--- src/rtl/mouse_cursor_tracker.sv ---
// Accumulates decoded PS/2 mouse packets into clamped screen-cursor coordinates
// and produces button edge and double-click pulses with a fixed two-cycle latency.
module mouse_cursor_tracker #(
  parameter int unsigned CW            = 10,
  parameter int unsigned XMAX          = 639,
  parameter int unsigned YMAX          = 479,
  parameter int unsigned X_INIT        = 320,
  parameter int unsigned Y_INIT        = 240,
  parameter int unsigned SHIFT         = 0,
  parameter int unsigned YINVERT       = 1,
  parameter int unsigned DBLCLK_CYCLES = 12500000
) (
  input  logic          clk_i,
  input  logic          rst_ni,
  input  logic          data_ready_i,
  input  logic          left_button_i,
  input  logic          right_button_i,
  input  logic [8:0]    x_increment_i,
  input  logic [8:0]    y_increment_i,
  input  logic          recenter_i,
  output logic [CW-1:0] cursor_x_o,
  output logic [CW-1:0] cursor_y_o,
  output logic          valid_o,
  output logic [3:0]    edge_hit_o,
  output logic          left_down_o,
  output logic          left_up_o,
  output logic          right_down_o,
  output logic          right_up_o,
  output logic          double_click_o
);

  localparam int unsigned SW   = CW + SHIFT + 2;
  localparam int unsigned CNTW = $clog2(DBLCLK_CYCLES + 1);

  typedef enum logic {DC_IDLE, DC_ARMED} dc_state_e;

  logic                 accept_c;
  logic signed [SW-1:0] x_ext_c, y_ext_c, y_adj_c, sum_x_c, sum_y_c;

  logic                 s1_vld_q, s1_vld_d;
  logic signed [SW-1:0] s1_dx_q, s1_dx_d, s1_dy_q, s1_dy_d;
  logic                 s1_ld_q, s1_ld_d, s1_lu_q, s1_lu_d;
  logic                 s1_rd_q, s1_rd_d, s1_ru_q, s1_ru_d;
  logic                 prev_left_q, prev_left_d, prev_right_q, prev_right_d;

  logic [CW-1:0]        cursor_x_q, cursor_x_d, cursor_y_q, cursor_y_d;
  logic                 valid_q, valid_d;
  logic [3:0]           edge_hit_q, edge_hit_d;
  logic                 ld_q, ld_d, lu_q, lu_d, rd_q, rd_d, ru_q, ru_d;

  dc_state_e            dc_state_q;
  logic [CNTW-1:0]      dc_cnt_q;
  logic                 dbl_q;

  // Stage 1 capture and stage 2 accumulate/clamp
  always_comb begin
    accept_c     = data_ready_i && !recenter_i;
    x_ext_c      = SW'($signed(x_increment_i)) <<< SHIFT;
    y_ext_c      = SW'($signed(y_increment_i)) <<< SHIFT;
    y_adj_c      = (YINVERT != 0) ? -y_ext_c : y_ext_c;

    s1_vld_d     = accept_c;
    s1_dx_d      = x_ext_c;
    s1_dy_d      = y_adj_c;
    s1_ld_d      = left_button_i  && !prev_left_q;
    s1_lu_d      = !left_button_i && prev_left_q;
    s1_rd_d      = right_button_i && !prev_right_q;
    s1_ru_d      = !right_button_i && prev_right_q;
    prev_left_d  = accept_c ? left_button_i  : prev_left_q;
    prev_right_d = accept_c ? right_button_i : prev_right_q;

    sum_x_c      = $signed(SW'(cursor_x_q)) + s1_dx_q;
    sum_y_c      = $signed(SW'(cursor_y_q)) + s1_dy_q;

    cursor_x_d   = cursor_x_q;
    cursor_y_d   = cursor_y_q;
    valid_d      = 1'b0;
    edge_hit_d   = 4'b0000;
    ld_d         = 1'b0;
    lu_d         = 1'b0;
    rd_d         = 1'b0;
    ru_d         = 1'b0;

    if (recenter_i) begin
      cursor_x_d = CW'(X_INIT);
      cursor_y_d = CW'(Y_INIT);
    end else if (s1_vld_q) begin
      valid_d = 1'b1;
      ld_d    = s1_ld_q;
      lu_d    = s1_lu_q;
      rd_d    = s1_rd_q;
      ru_d    = s1_ru_q;
      if (sum_x_c[SW-1]) begin
        cursor_x_d    = '0;
        edge_hit_d[0] = 1'b1;
      end else if (sum_x_c > $signed(SW'(XMAX))) begin
        cursor_x_d    = CW'(XMAX);
        edge_hit_d[1] = 1'b1;
      end else begin
        cursor_x_d    = sum_x_c[CW-1:0];
      end
      if (sum_y_c[SW-1]) begin
        cursor_y_d    = '0;
        edge_hit_d[2] = 1'b1;
      end else if (sum_y_c > $signed(SW'(YMAX))) begin
        cursor_y_d    = CW'(YMAX);
        edge_hit_d[3] = 1'b1;
      end else begin
        cursor_y_d    = sum_y_c[CW-1:0];
      end
    end
  end

  always_ff @(posedge clk_i or negedge rst_ni) begin
    if (!rst_ni) begin
      s1_vld_q     <= 1'b0;
      s1_dx_q      <= '0;
      s1_dy_q      <= '0;
      s1_ld_q      <= 1'b0;
      s1_lu_q      <= 1'b0;
      s1_rd_q      <= 1'b0;
      s1_ru_q      <= 1'b0;
      prev_left_q  <= 1'b0;
      prev_right_q <= 1'b0;
      cursor_x_q   <= CW'(X_INIT);
      cursor_y_q   <= CW'(Y_INIT);
      valid_q      <= 1'b0;
      edge_hit_q   <= 4'b0000;
      ld_q         <= 1'b0;
      lu_q         <= 1'b0;
      rd_q         <= 1'b0;
      ru_q         <= 1'b0;
    end else begin
      s1_vld_q     <= s1_vld_d;
      s1_dx_q      <= s1_dx_d;
      s1_dy_q      <= s1_dy_d;
      s1_ld_q      <= s1_ld_d;
      s1_lu_q      <= s1_lu_d;
      s1_rd_q      <= s1_rd_d;
      s1_ru_q      <= s1_ru_d;
      prev_left_q  <= prev_left_d;
      prev_right_q <= prev_right_d;
      cursor_x_q   <= cursor_x_d;
      cursor_y_q   <= cursor_y_d;
      valid_q      <= valid_d;
      edge_hit_q   <= edge_hit_d;
      ld_q         <= ld_d;
      lu_q         <= lu_d;
      rd_q         <= rd_d;
      ru_q         <= ru_d;
    end
  end

  // Double-click detector; a LeftDown arriving outside the window re-arms it
  always_ff @(posedge clk_i or negedge rst_ni) begin
    if (!rst_ni) begin
      dc_state_q <= DC_IDLE;
      dc_cnt_q   <= '0;
      dbl_q      <= 1'b0;
    end else begin
      dbl_q <= 1'b0;
      if (recenter_i) begin
        dc_state_q <= DC_IDLE;
        dc_cnt_q   <= '0;
      end else begin
        case (dc_state_q)
          DC_IDLE: begin
            if (s1_vld_q && s1_ld_q) begin
              dc_state_q <= DC_ARMED;
              dc_cnt_q   <= '0;
            end
          end
          DC_ARMED: begin
            if (s1_vld_q && s1_ld_q && (dc_cnt_q < CNTW'(DBLCLK_CYCLES))) begin
              dbl_q      <= 1'b1;
              dc_state_q <= DC_IDLE;
              dc_cnt_q   <= '0;
            end else if (s1_vld_q && s1_ld_q) begin
              dc_cnt_q   <= '0;
            end else if (dc_cnt_q >= CNTW'(DBLCLK_CYCLES)) begin
              dc_state_q <= DC_IDLE;
              dc_cnt_q   <= '0;
            end else begin
              dc_cnt_q   <= dc_cnt_q + CNTW'(1);
            end
          end
          default: begin
            dc_state_q <= DC_IDLE;
            dc_cnt_q   <= '0;
          end
        endcase
      end
    end
  end

  assign cursor_x_o     = cursor_x_q;
  assign cursor_y_o     = cursor_y_q;
  assign valid_o        = valid_q;
  assign edge_hit_o     = edge_hit_q;
  assign left_down_o    = ld_q;
  assign left_up_o      = lu_q;
  assign right_down_o   = rd_q;
  assign right_up_o     = ru_q;
  assign double_click_o = dbl_q;

endmodule

--- config.mk ---
export PLATFORM = sky130hd
export DESIGN_NAME = mouse_cursor_tracker
export DESIGN_NICKNAME = d
export VERILOG_FILES = /design/src/rtl/mouse_cursor_tracker.sv
export SDC_FILE = /design/constraint.sdc
export NUM_CORES = 1
export LEC_CHECK = 0
export BUFFER_PORTS_ARGS = -buffer_cell sky130_fd_sc_hd__buf_2
export CAP_MARGIN = 15
export CELL_PAD_IN_SITES_DETAIL_PLACEMENT = 0
export CELL_PAD_IN_SITES_GLOBAL_PLACEMENT = 2
export CORE_MARGIN = 3
export CORE_UTILIZATION = 35
export DETAILED_ROUTE_END_ITERATION = 6
export HOLD_SLACK_MARGIN = 0.15
export MAX_ROUTING_LAYER = met4
export PLACE_DENSITY_LB_ADDON = 0.08
export SYNTH_ARGS = -nofsm -noshare
export SYNTH_HDL_FRONTEND = slang
export SYNTH_SLANG_ARGS = --single-unit
--- constraint.sdc ---
create_clock -name clk_i -period 5.8 [get_ports clk_i]
set_input_delay 1.45 -clock clk_i [delete_from_list [all_inputs] [get_ports clk_i]]
set_output_delay 1.45 -clock clk_i [all_outputs]
set_load 0.01 [all_outputs]
==> results of run 1 <==
[area by class of cell]
type | instances | area [sq um]
Fill cell | 1348 | 7350
Multi-Input combinational cell | 353 | 2360
Sequential cell | 83 | 2080
Timing Repair Buffer | 57 | 298
Clock buffer | 9 | 225
Tap cell | 172 | 215
Clock inverter | 7 | 105
Inverter | 23 | 86.3
[metal layers]
layer	share of wire [%]	routed length [microns]
met1	48	5520
met3	3.4	393
met2	47	5420
met5	0	0
met4	1.2	142
[cells in the mapped netlist (2+ instances only)]
cell	number	share of area (%)
nor4b_1	2	0.38
a21oi_1	22	2.4
o31ai_1	11	1.8
a221o_1	10	2.2
nand3_1	17	1.9
a31oi_1	3	0.41
o41ai_1	2	0.38
fa_1	2	0.87
dfrtp_1	77	42
a21oi_2	2	0.38
clkbuf_1	10	0.82
xnor2_1	14	2.7
and3_1	3	0.41
ha_1	24	6.6
a211oi_1	6	0.98
o21bai_1	2	0.33
nand4_1	8	1.1
nor3_1	12	1.3
nor2_1	44	3.6
a21o_1	9	1.5
o31a_1	2	0.38
o211ai_1	3	0.49
o21a_1	2	0.33
and2_1	11	1.5
inv_1	23	1.9
xor2_1	5	0.96
buf_2	3	0.33
nand2_1	31	2.5
nor4_1	7	0.96
o21ai_0	42	4.6
nand4b_1	2	0.38
and4_1	3	0.57
nor2b_1	16	2.2
mux2_2	3	0.74
a22o_1	3	0.57
dfstp_2	6	3.4
o22ai_1	2	0.27
nand2b_1	6	0.82
[worst register-to-register path: stages, from the launching register on]
cell and delay [ps]:
dfrtp_1 370, ha_1 190, inv_1 60, fa_1 390
nand2b_1 190, a21oi_2 250, o21ai_0 160, or2_2 310
a311oi_2 490, a21oi_2 170, a221o_1 300
[state kept, by name, indices dropped and copies added (netlist names), 4 cells and up]
signal / cells
dc_cnt_q: 24
s1_dy_q: 12
cursor_x_o: 10
cursor_y_o: 10
s1_dx_q: 9
edge_hit_o: 4
[cell families after synthesis]
| kind of cell | Yosys count |
|---|---|
| AOI/OAI and AO/OA | 134 |
| and+or+nand+nor | 171 |
| DFF | 83 |
| buffers and inverters | 36 |
| adders and majority gates | 26 |
| xor gates and xnor gates | 19 |
| muxes | 3 |
[through the flow]
step           utilization (%)  hold slack (ps)
5_1_grt                   42.2              476
4_1_cts                   42.2              439
3_5_place_dp              39.6              429
2_1_floorplan                -              413
3_3_place_gp              39.6              421
6_report                  42.2              436
[power groups by stage]
stage	Clock (mW)	Combinational [mW]	Sequential, mW
after global placement	0	0.274	0.641
final	0.647	0.271	0.630
after CTS	0.669	0.274	0.631
after floorplan	0	0.182	0.642
after detailed placement	0	0.273	0.642
after global routing	0.698	0.306	0.634
[worst paths after layout]
kind,to,slack [ps],cells past startpoint
max reg2reg,cursor_y_o[0]$_DFFE_PN0P_,2800,10
min in group asynchronous,s1_dx_q[6]$_DFF_PN0_,1050,1
max,cursor_y_o[0]$_DFFE_PN0P_,2800,10
max in group asynchronous,dc_cnt_q[12]$_DFFE_PN0P_,3710,2
min,s1_rd_q$_DFF_PN0_,440,1
min reg2reg,s1_rd_q$_DFF_PN0_,440,1
==> impl_metrics.yaml, run 1 <==
logic_synthesis:
  synthFlopType: "dfrtp_1"
  yosys_warnings: 0
  synthSimpleGateAreaFrac_pct: 19.1
  synth_edf_count: 0
  syn_area_sq_um: 4580
  ys_seq_area_share_pct: 45.5
  synthesis.nets: 522
  ys_async_sr_fraction_pct: 100
  synth_compound_area_share_pct: 20.5
  synth_cell_types: 60
  syn_inst: 472
  synth_seq_cells: 83
  avgSynthCellArea_sq_um: 9.70
  synthXorXnorAreaFrac_pct: 3.63
  muxShareOfSynthArea_pct: 0.738
  synth_top_family_by_area: "compound AO/OA/AOI/OAI gates"
  synthAdderAreaFrac_pct: 7.43
global_routing:
  grt_max_degree: 52
  use_met2_pct: 26.4
  use_met1_pct: 22.6
  grt.busiest_layer: "met2"
  grt_overflow_total: 0
  grt_pass1_vias: 3642
  track_usage_pct: 17.1
  grt_use_met3_pct: 3.84
  grt_antenna_before_repair: 0
  grt_pass1_wl_microns: 19000
cts:
  clock_sinks: 83
  clock_path_buffers: 2
  clk_pin_slew_ps: 70
  insertion_delay_ps: 340
  ctsResizeCount: 0
  cts_max_level: 3
  hold_buffers: 0
  root_buffer: "clkbuf_16"
  cts_tree: "built"
  cts_buffers: 9
  post-cts-setup-buffer-count: 0
routing:
  wire_per_inst_microns: 16.3
  vias_per_cell: 5.27
  routed_wl_microns: 11500
  ant_nets: 0
  firstDrtPassIters: 6
  drc: 0
  num_vias: 3710
  drt_iter0_markers: 253
sta:
  rsz0062_at_grt: "no"
  fin_tns_setup_ps: 0
  maxSlewHeadroom_pct: 54.8
  setup_viol: 0
  worst_pin_slew_ps: 678
  final.min_clock_period_ps: 3000
  fin_crit_sh_pct: 51.7
  final_hold_viol_count: 0
  max_freq_ghz: 0.333
  finClkSkew_ps: 6.83
  final_max_slew_viol_count: 0
  fin_ws_ps: 2800
run:
  drv_cap: 0
placement:
  place_ws_ps: 2720
  dp_cells: 688
  port_buffers: 53
  dp_hpwl_microns: 8270
  place_congestion: 0.787
  placed_cell_area_sq_um: 5040
worst_setup_path:
  cp_max_fo: 6
  worstPathCellList: "ha_1, inv_1, fa_1, nand2b_1, a21oi_2, o21ai_0, or2_2, a311oi_2, a21oi_2, a221o_1"
  cp_num_buf_inv: 1
  startpoint_type: "flip-flop"
  slowest_delay_ps: 490
  startpoint: "cursor_y_o[0]$_DFFE_PN0P_"
  worst-endpoint-required_ps: 6030
  regToRegStartpoint: "cursor_y_o[0]$_DFFE_PN0P_"
  cp_slowest_cell: "a311oi_2"
  cp.arrival_ps: 3230
  cpMostUsedCell: "a21oi_2"
  critPathTopFamily: "compound AO/OA/AOI/OAI gates"
  worstSetupEndpointType: "flip-flop"
  criticalPathCategory: "reg -> reg"
cells_and_area:
  n_antenna_cell: 0
  final_cells: 704
  syn2layout_area_growth_pct: 17.3
  fin_nets: 577
  final_area_sq_um: 5370
  layout-drive-gt1-share_pct: 18.2
  layout_commonest_cell: "dfrtp_1"
  final_cell_mix: "dfrtp_1, buf_2, nor2_1, o21ai_0, nand2_1"
pwr:
  ir_drop_v: 0.000105
  finalPower_mw: 1.55
  pwr-share-comb_pct: 17.5
  pwr-share-seq_pct: 40.7
  p_int_mw: 1.10
  p_sw_uw: 444
  sw_frac_of_total_pct: 28.7
  power_leakage_nw: 2.40
  power_density_nw_per_um2: 288
  p_clk_share_pct: 41.8
floorplan:
  initial_core_util_pct: 36.0
  core_area_sq_um: 12700
  die_height_microns: 120
  num_io_pins: 54
  die-area_sq_um: 14500
  die_w_microns: 120
  row_count: 41
worst_hold_path:
  hp-class: "reg -> reg"
  hold_path.startpoint: "prev_right_q$_DFFE_PN0P_"
outcome:
  status: "finished, final reports clean"
(Power assumes the default switching activity.)
==> run 2: changes to the inputs <==
- clock period: 5.8 -> 3.1 ns (I/O delays scaled with it)
==> run 2 against run 1 <==
Against the previous run: non-clock buffer count grew 7; wire length decreased by 1.7%; sequential share of layout area fell by 0.22 points; register-to-register slack got worse by 2600 ps; cell count is 0.99% higher; via count rose by 0.84%; critical path type unchanged; critical endpoint unchanged.
==> impl_metrics.yaml, run 2 (synthesis gave the netlist of run 1 again) <==
cts:
  cts_buffers: 9
  clk_pin_slew_ps: 70
  clock_path_buffers: 2
  clock_sinks: 83
  cts_tree: "built"
  insertion_delay_ps: 350
  root_buffer: "clkbuf_16"
  hold_buffers: 0
  cts_max_level: 3
routing:
  drc: 0
  num_vias: 3741
  firstDrtPassIters: 4
  wire_per_inst_microns: 15.9
  vias_per_cell: 5.26
  routed_wl_microns: 11300
  ant_nets: 0
  drt_iter0_markers: 158
worst_setup_path:
  cp_max_fo: 6
  cp.arrival_ps: 3140
  worstSetupEndpointType: "flip-flop"
  startpoint_type: "flip-flop"
  worstReg2RegEnd: "cursor_y_o[0]$_DFFE_PN0P_"
  regToRegStartpoint: "cursor_y_o[0]$_DFFE_PN0P_"
  worst-endpoint-required_ps: 3330
  criticalPathCategory: "reg -> reg"
  r2r_cells: 10
  reg2reg_slack_ps: 190
placement:
  port_buffers: 53
  dp_hpwl_microns: 8420
  place_congestion: 0.811
pwr:
  power_density_nw_per_um2: 513
  power_leakage_nw: 2.42
  ir_drop_v: 0.000244
floorplan:
  core_area_sq_um: 12700
  die_w_microns: 120
  initial_core_util_pct: 36.0
  num_io_pins: 54
  die-area_sq_um: 14500
  row_count: 41
  die_height_microns: 120
cells_and_area:
  fin_nets: 584
  layout-drive-gt1-share_pct: 19.3
  layout_commonest_cell: "dfrtp_1"
  n_antenna_cell: 0
  largest-register: "dc_cnt_q"
  final_cell_mix: "dfrtp_1, buf_2, nor2_1, o21ai_0, nand2_1"
  syn2layout_area_growth_pct: 17.9
  largest_reg_flops: 24
  reg_top3: "dc_cnt_q (24), s1_dy_q (12)"
global_routing:
  grt_max_degree: 49
  grt_antenna_before_repair: 0
  grt_pass1_wl_microns: 18800
  track_usage_pct: 16.7
  grt_pass1_vias: 3700
  grt_overflow_total: 0
sta:
  fin_crit_sh_pct: 93.9
  worst_pin_slew_ps: 521
  finClkSkew_ps: 5.58
  final.min_clock_period_ps: 2910
  final_hold_viol_count: 0
  hold-worst-slack_ps: 373
  final_max_slew_viol_count: 0
  max_freq_ghz: 0.344
  fin_tns_setup_ps: 0
  setup_viol: 0
  maxSlewHeadroom_pct: 65.1
outcome:
  status: "finished, final reports clean"
run:
  drv_cap: 0
worst_hold_path:
  hp-class: "in -> async"
[run 2: cell count changes in the layout (fill, tap and decap cells not counted), sizes merged]
cell	change
clkinv	+1
buf	+7
bufinv	-2
clkbuf	+1
[run 2: worst max-delay path by stage]
stage / from / end / slack, ps / depth (start not counted)
2_1_floorplan: cursor_y_o[0]$_DFFE_PN0P_ / cursor_y_o[0]$_DFFE_PN0P_ / 400 / 10
3_3_place_gp: cursor_x_o[0]$_DFFE_PN0P_ / cursor_x_o[0]$_DFFE_PN0P_ / 260 / 10
3_5_place_dp: cursor_x_o[0]$_DFFE_PN0P_ / cursor_x_o[3]$_DFFE_PN0P_ / 190 / 10
4_1_cts: cursor_x_o[0]$_DFFE_PN0P_ / cursor_x_o[4]$_DFFE_PN0P_ / 120 / 10
5_1_grt: cursor_x_o[0]$_DFFE_PN0P_ / cursor_x_o[4]$_DFFE_PN0P_ / -7 / 11
6_report: cursor_y_o[0]$_DFFE_PN0P_ / cursor_y_o[0]$_DFFE_PN0P_ / 190 / 10
[run 2: cell type report]
type / count / area [sq um]
multi-input combinational: 353 / 2360
timing repair buffer: 64 / 363
inverter: 23 / 86.3
clock inverter: 6 / 56.3
tap: 172 / 215
fill: 1319 / 7320
sequential: 83 / 2080
clock buffer: 10 / 239
[run 2: per-stage QoR]
stage	area [sq um]	setup WS (ps)	utilization, %	total power [mW]	instances
3_5_place_dp	5100	189	40.1	1.72	694
6_report	5400	189	42.5	2.77	711
5_1_grt	5400	-6.59	42.5	2.92	711
4_1_cts	5390	116	42.4	2.81	710
3_3_place_gp	5100	261	40.1	1.72	694
2_1_floorplan	4580	404	-	1.54	472
[run 2: timing repair]
item | in CTS | in global routing
resized for setup | 0 | 0
setup buffers | 0 | 1
endpoints found under the setup margin | 0 | 7
[run 2: layer usage]
layer	wire [microns]	GRT usage, %	up-vias
li1	-	-	1844
met3	454	4.68	2
met2	5540	26.8	68
met1	5240	21.2	1827
met5	0	-	-
met4	43	4.04	0
[run 2: power breakdown]
part           internal, mW  total [mW]  switching, mW
Clock                 0.583        1.07          0.486
Sequential             1.14        1.18         0.0387
Combinational         0.216       0.520          0.304
[run 2: worst max-delay path, cell delays in order, from the launching register on]
cell      delay [ps]
dfrtp_1          370
ha_1             200
inv_1             70
fa_1             390
nand2b_1         190
a21oi_2          170
o21ai_0          120
or2_2            300
a311oi_2         490
a21oi_2          170
a221o_1          310
